File: config.mk
export PLATFORM = sky130hd
export DESIGN_NAME = dm_port
export DESIGN_NICKNAME = d
export VERILOG_FILES = /design/src/rtl/dm_port.sv
export SDC_FILE = /design/constraint.sdc
export NUM_CORES = 1
export LEC_CHECK = 0
export BUFFER_PORTS_ARGS = -buffer_cell sky130_fd_sc_hd__buf_2
export CORE_MARGIN = 2
export CORE_UTILIZATION = 40
export CTS_BUF_LIST = sky130_fd_sc_hd__clkbuf_4
export DETAILED_ROUTE_END_ITERATION = 12
export PLACE_DENSITY = 0.73
export SETUP_SLACK_MARGIN = 0.2
export SYNTH_ARGS = -nofsm -noshare
export SYNTH_HDL_FRONTEND = slang
export SYNTH_SLANG_ARGS = --single-unit
File: constraint.sdc
create_clock -name CLK -period 4 [get_ports CLK]
set_input_delay 0.4 -clock CLK [delete_from_list [all_inputs] [get_ports CLK]]
set_output_delay 0.4 -clock CLK [all_outputs]
set_load 0.005 [all_outputs]
File: src/rtl/dm_port.sv
// Data-memory port: turns the MEM stage's per-cycle load/store request into one
// word-wide req/ack transaction with big-endian byte lanes, stalling MEM until done.
module dm_port #(
  parameter int TIMEOUT_CYCLES = 64
) (
  input  logic        CLK,
  input  logic        RESET,
  input  logic        MemRead_IN,
  input  logic        MemWrite_IN,
  input  logic [31:0] Address_IN,
  input  logic [31:0] WriteData_IN,
  input  logic [1:0]  WriteSize_IN,
  output logic [31:0] ReadData_OUT,
  output logic        Stall_OUT,
  output logic        Misaligned_OUT,
  output logic        BusError_OUT,
  output logic        bm_req,
  output logic        bm_we,
  output logic [29:0] bm_addr,
  output logic [31:0] bm_wdata,
  output logic [3:0]  bm_be,
  input  logic        bm_ack,
  input  logic [31:0] bm_rdata
);

  typedef enum logic [1:0] {
    S_IDLE = 2'd0,
    S_WAIT = 2'd1,
    S_DONE = 2'd2
  } state_e;

  localparam logic [7:0]  TIMEOUT_LAST = 8'(TIMEOUT_CYCLES - 1);
  localparam logic [31:0] READ_POISON  = 32'hBADBADBA;

  state_e      state_q, state_d;
  logic [7:0]  cnt_q, cnt_d;
  logic        we_q, we_d;
  logic [29:0] addr_q, addr_d;
  logic [31:0] wdata_q, wdata_d;
  logic [3:0]  be_q, be_d;
  logic [31:0] rdata_q, rdata_d;
  logic        mis_q, mis_d;
  logic        berr_q, berr_d;

  // Request decode and big-endian lane placement
  logic        req_valid;
  logic [2:0]  n_bytes;
  logic [3:0]  span;
  logic        misaligned;
  logic [1:0]  lane_shift;
  logic [3:0]  be_base;
  logic [31:0] placed_wdata;
  logic [3:0]  placed_be;
  logic        accept;
  logic        timed_out;

  always_comb begin
    req_valid  = MemRead_IN | MemWrite_IN;
    n_bytes    = (WriteSize_IN == 2'd0) ? 3'd4 : {1'b0, WriteSize_IN};
    span       = {1'b0, n_bytes} + {2'b00, Address_IN[1:0]};
    misaligned = MemWrite_IN && (span > 4'd4);
    // Only meaningful when the store fits in the word (span <= 4)
    lane_shift = 2'(4'd4 - span);
    case (n_bytes)
      3'd1:    be_base = 4'b0001;
      3'd2:    be_base = 4'b0011;
      3'd3:    be_base = 4'b0111;
      default: be_base = 4'b1111;
    endcase
    placed_wdata = WriteData_IN << {lane_shift, 3'b000};
    placed_be    = be_base << lane_shift;
    accept       = (state_q == S_IDLE) && req_valid && !misaligned;
    timed_out    = (state_q == S_WAIT) && !bm_ack && (cnt_q == TIMEOUT_LAST);
  end

  // FSM: state register
  always_ff @(posedge CLK) begin
    if (RESET) begin
      state_q <= S_IDLE;
    end else begin
      state_q <= state_d;
    end
  end

  // FSM: next state
  always_comb begin
    state_d = state_q;
    case (state_q)
      S_IDLE: begin
        if (accept) begin
          state_d = S_WAIT;
        end
      end
      S_WAIT: begin
        if (bm_ack || timed_out) begin
          state_d = S_DONE;
        end
      end
      S_DONE:  state_d = S_IDLE;
      default: state_d = S_IDLE;
    endcase
  end

  // FSM: outputs
  always_comb begin
    bm_req    = (state_q == S_WAIT);
    Stall_OUT = accept || (state_q == S_WAIT);
  end

  // Transaction datapath: captured on accept, frozen while waiting
  always_comb begin
    cnt_d   = cnt_q;
    we_d    = we_q;
    addr_d  = addr_q;
    wdata_d = wdata_q;
    be_d    = be_q;
    rdata_d = rdata_q;
    mis_d   = 1'b0;
    berr_d  = 1'b0;
    case (state_q)
      S_IDLE: begin
        if (accept) begin
          cnt_d  = 8'd0;
          we_d   = MemWrite_IN;
          addr_d = Address_IN[31:2];
          if (MemWrite_IN) begin
            wdata_d = placed_wdata;
            be_d    = placed_be;
          end else begin
            wdata_d = 32'd0;
            be_d    = 4'b1111;
          end
        end else if (req_valid && misaligned) begin
          mis_d = 1'b1;
        end
      end
      S_WAIT: begin
        if (bm_ack) begin
          if (!we_q) begin
            rdata_d = bm_rdata;
          end
        end else if (timed_out) begin
          berr_d = 1'b1;
          if (!we_q) begin
            rdata_d = READ_POISON;
          end
        end else if (cnt_q != 8'hFF) begin
          cnt_d = cnt_q + 8'd1;
        end
      end
      default: ;
    endcase
  end

  always_ff @(posedge CLK) begin
    if (RESET) begin
      cnt_q   <= 8'd0;
      we_q    <= 1'b0;
      addr_q  <= 30'd0;
      wdata_q <= 32'd0;
      be_q    <= 4'd0;
      rdata_q <= 32'd0;
      mis_q   <= 1'b0;
      berr_q  <= 1'b0;
    end else begin
      cnt_q   <= cnt_d;
      we_q    <= we_d;
      addr_q  <= addr_d;
      wdata_q <= wdata_d;
      be_q    <= be_d;
      rdata_q <= rdata_d;
      mis_q   <= mis_d;
      berr_q  <= berr_d;
    end
  end

  assign bm_we          = we_q;
  assign bm_addr        = addr_q;
  assign bm_wdata       = wdata_q;
  assign bm_be          = be_q;
  assign ReadData_OUT   = rdata_q;
  assign Misaligned_OUT = mis_q;
  assign BusError_OUT   = berr_q;

endmodule

==> results.yml <==
status:
  status: "finished, final reports clean"
placement:
  portBuffers: 205
  place_hpwl_mm: 8.82
  dp_cells: 757
  place.gp.congestion: 0.796
logic_synthesis:
  synthFlopType: "dfxtp_1"
  synth_cells: 439
  avgSynthCellArea_um2: 10.3
  ys_seq_elements: 111
  seq_area_frac_synth: 0.492
  synth_fp_nets: 550
  yosys_warnings: 0
  synthesis.area_mm2: 0.00451
  synth_edf_count: 0
  asyncSetResetFlopFracSynth: 0
  synth_cell_types: 45
pwr:
  vdd_drop_max_uv: 200
  power.density_mw_per_mm2: 397
  power_w: 0.00228
  leakagePower_nw: 2.81
layout:
  antenna_cells: 0
  layout.nets: 739
  final_cells: 773
  layout-drive-gt1-share: 0.404
  area_growth_pct: 27.3
  final_cell_mix: "205 x buf_2, 111 x dfxtp_1, 55 x mux2i_1"
  layout_commonest_cell: "buf_2"
run:
  max-cap-violations: 0
detailed_routing:
  drt_iter0_drc: 180
  viasPerCell: 5.24
  drtPass1Iterations: 5
  routed-via-count: 4053
  route.detailed.drc: 0
  drtAntennaViolNets: 0
  wl_per_cell_um: 15.3
  drt-total-wl_mm: 11.8
sta:
  setup_viol: 0
  hold_violations: 0
  rsz0062_at_grt: "false"
  fin_setup_tns_ns: 0
  max_freq_mhz: 314
  max_slew_margin: 0.187
  slew_viol_final: 0
  clock_skew_ns: 0.0112
  fin_crit_sh: 0.795
  period_minus_slack_ns: 3.18
  tightestPinTransition_ns: 1.21
floorplan:
  die_area_mm2: 0.0121
  coreArea_mm2: 0.0109
  die-width_um: 110
  pin_count: 206
  rows: 38
  die_h_um: 110
  start_util: 0.413
setup_path:
  worstPathRequired_ns: 3.60
  path_max_fanout: 10
  path_class: "primary input to primary output"
  end_kind: "primary output"
  reg2reg_to: "ReadData_OUT[4]"
  start_kind: "primary input"
  reg2reg_slack_ns: 1.51
  r2r_cells: 5
  arrival_ns: 2.78
  r2r-start: "state_q[0]"
worst_hold_path:
  hp-start: "Address_IN[30]"
  worstHoldEndpoint: "bm_addr[28]"
  hold_class: "primary input to flip-flop"
  hold_depth: 3
clock_tree:
  tritoncts: "built"
  cts_buffers: 9
  root_buffer: "clkbuf_4"
  h-tree-depth: 3
  ctsHoldBuffers: 0
  postCtsSetupRepairBufs: 0
  clk_pin_slew_ns: 0.15
  clkLatencyLatePin_ns: 0.45
  cts.sink_count: 111
  cts_resized: 0
  clockBufferDepth: 2
global_route:
  overflow: 0
  grt_use_total: 0.197
  grt_pass1_wl_mm: 18.7
  grt_pass1_vias: 3981
  antenna_found_initial: 0
  grt_max_degree: 54
==> synthesized netlist by cell type (2+ instances only) <==
library cell | n | share of area
and2_1 | 2 | 0.0028
buf_2 | 11 | 0.012
nand2b_1 | 4 | 0.0055
o21ai_0 | 8 | 0.0089
clkbuf_1 | 18 | 0.015
or4_1 | 2 | 0.0033
o22ai_1 | 7 | 0.0097
nor2b_1 | 2 | 0.0028
nand3_1 | 5 | 0.0055
a22oi_1 | 13 | 0.022
or3_1 | 5 | 0.0069
ha_1 | 7 | 0.019
inv_1 | 12 | 0.010
nand4_1 | 2 | 0.0028
a21oi_1 | 9 | 0.010
a22o_1 | 16 | 0.031
a221oi_1 | 2 | 0.0039
a32o_1 | 8 | 0.018
nand2_1 | 31 | 0.026
o2bb2ai_1 | 8 | 0.016
buf_4 | 2 | 0.0033
nor2_1 | 52 | 0.043
o221a_2 | 23 | 0.057
or2_2 | 2 | 0.0028
nor3_1 | 4 | 0.0044
mux2i_1 | 55 | 0.12
dfxtp_1 | 111 | 0.49
==> stage by stage <==
stage	setup WS (ns)	hold slack [ns]	util	instance area (um2)
2_1_floorplan	0.657	0.447	-	4510
3_3_place_gp	0.809	0.444	0.516	5640
3_5_place_dp	0.648	0.446	0.516	5640
4_1_cts	0.801	0.123	0.525	5740
5_1_grt	0.677	0.136	0.525	5740
6_report	0.820	0.174	0.525	5740
==> critical path: stages <==
cell	delay, ns
buf_2	0.09
inv_1	0.06
ha_1	0.24
nor2_1	0.12
ha_1	0.19
inv_1	0.06
fa_1	0.44
ha_1	0.19
inv_1	0.15
a221oi_1	0.10
o21a_2	0.32
or2_2	0.29
buf_2	0.13
==> power by group <==
| part | internal, W | switching [W] | total, W |
|---|---|---|---|
| logic | 0.000272 | 0.000297 | 0.000570 |
| registers | 0.00119 | 0.0000479 | 0.00124 |
| clock network | 0.000127 | 0.000341 | 0.000468 |
==> cell families after synthesis <==
| family | Yosys count | share of synthesized area |
|---|---|---|
| AND/OR/NAND/NOR | 116 | 0.119 |
| multiplexers | 55 | 0.122 |
| AO/OA/AOI/OAI | 102 | 0.194 |
| buffers and inverters | 45 | 0.0438 |
| adder cells (fa/ha/maj) | 8 | 0.0238 |
| XOR/XNOR | 2 | 0.00555 |
| flip-flops | 111 | 0.492 |
==> sequential cells by signal (all words and copies together) (netlist names), 2 cells and up <==
register / cells
ReadData_OUT: 32
bm_addr: 30
bm_be: 4
bm_wdata: 32
cnt_q: 8
state_q: 2
==> routing by layer <==
metal,vias up,wire [um],global-route usage
met5,-,0,0
met4,0,200,0.0741
met3,14,1060,0.0611
met2,151,5530,0.333
met1,1904,5050,0.235
li1,1984,-,-
==> worst max path at each step <==
stage | depth (start not counted) | startpoint | to | slack [ns]
6_report | 13 | WriteSize_IN[0] | Stall_OUT | 0.82
5_1_grt | 13 | WriteSize_IN[0] | Stall_OUT | 0.68
4_1_cts | 13 | WriteSize_IN[0] | Stall_OUT | 0.80
3_5_place_dp | 13 | WriteSize_IN[0] | cnt_q[5] | 0.65
3_3_place_gp | 13 | WriteSize_IN[0] | cnt_q[5] | 0.81
2_1_floorplan | 15 | WriteSize_IN[0] | Stall_OUT | 0.66
==> layout make-up <==
| cell class | count | area, um2 |
|---|---|---|
| flip-flops and latches | 111 | 2220 |
| clock buffers | 10 | 75.1 |
| inverters | 12 | 45.0 |
| clock inverters | 6 | 27.5 |
| multi-input cells | 283 | 2100 |
| repair buffers | 211 | 1100 |
| well taps | 140 | 175 |
| fillers | 1009 | 5190 |
Note: power is estimated with default switching activity, not from simulation.
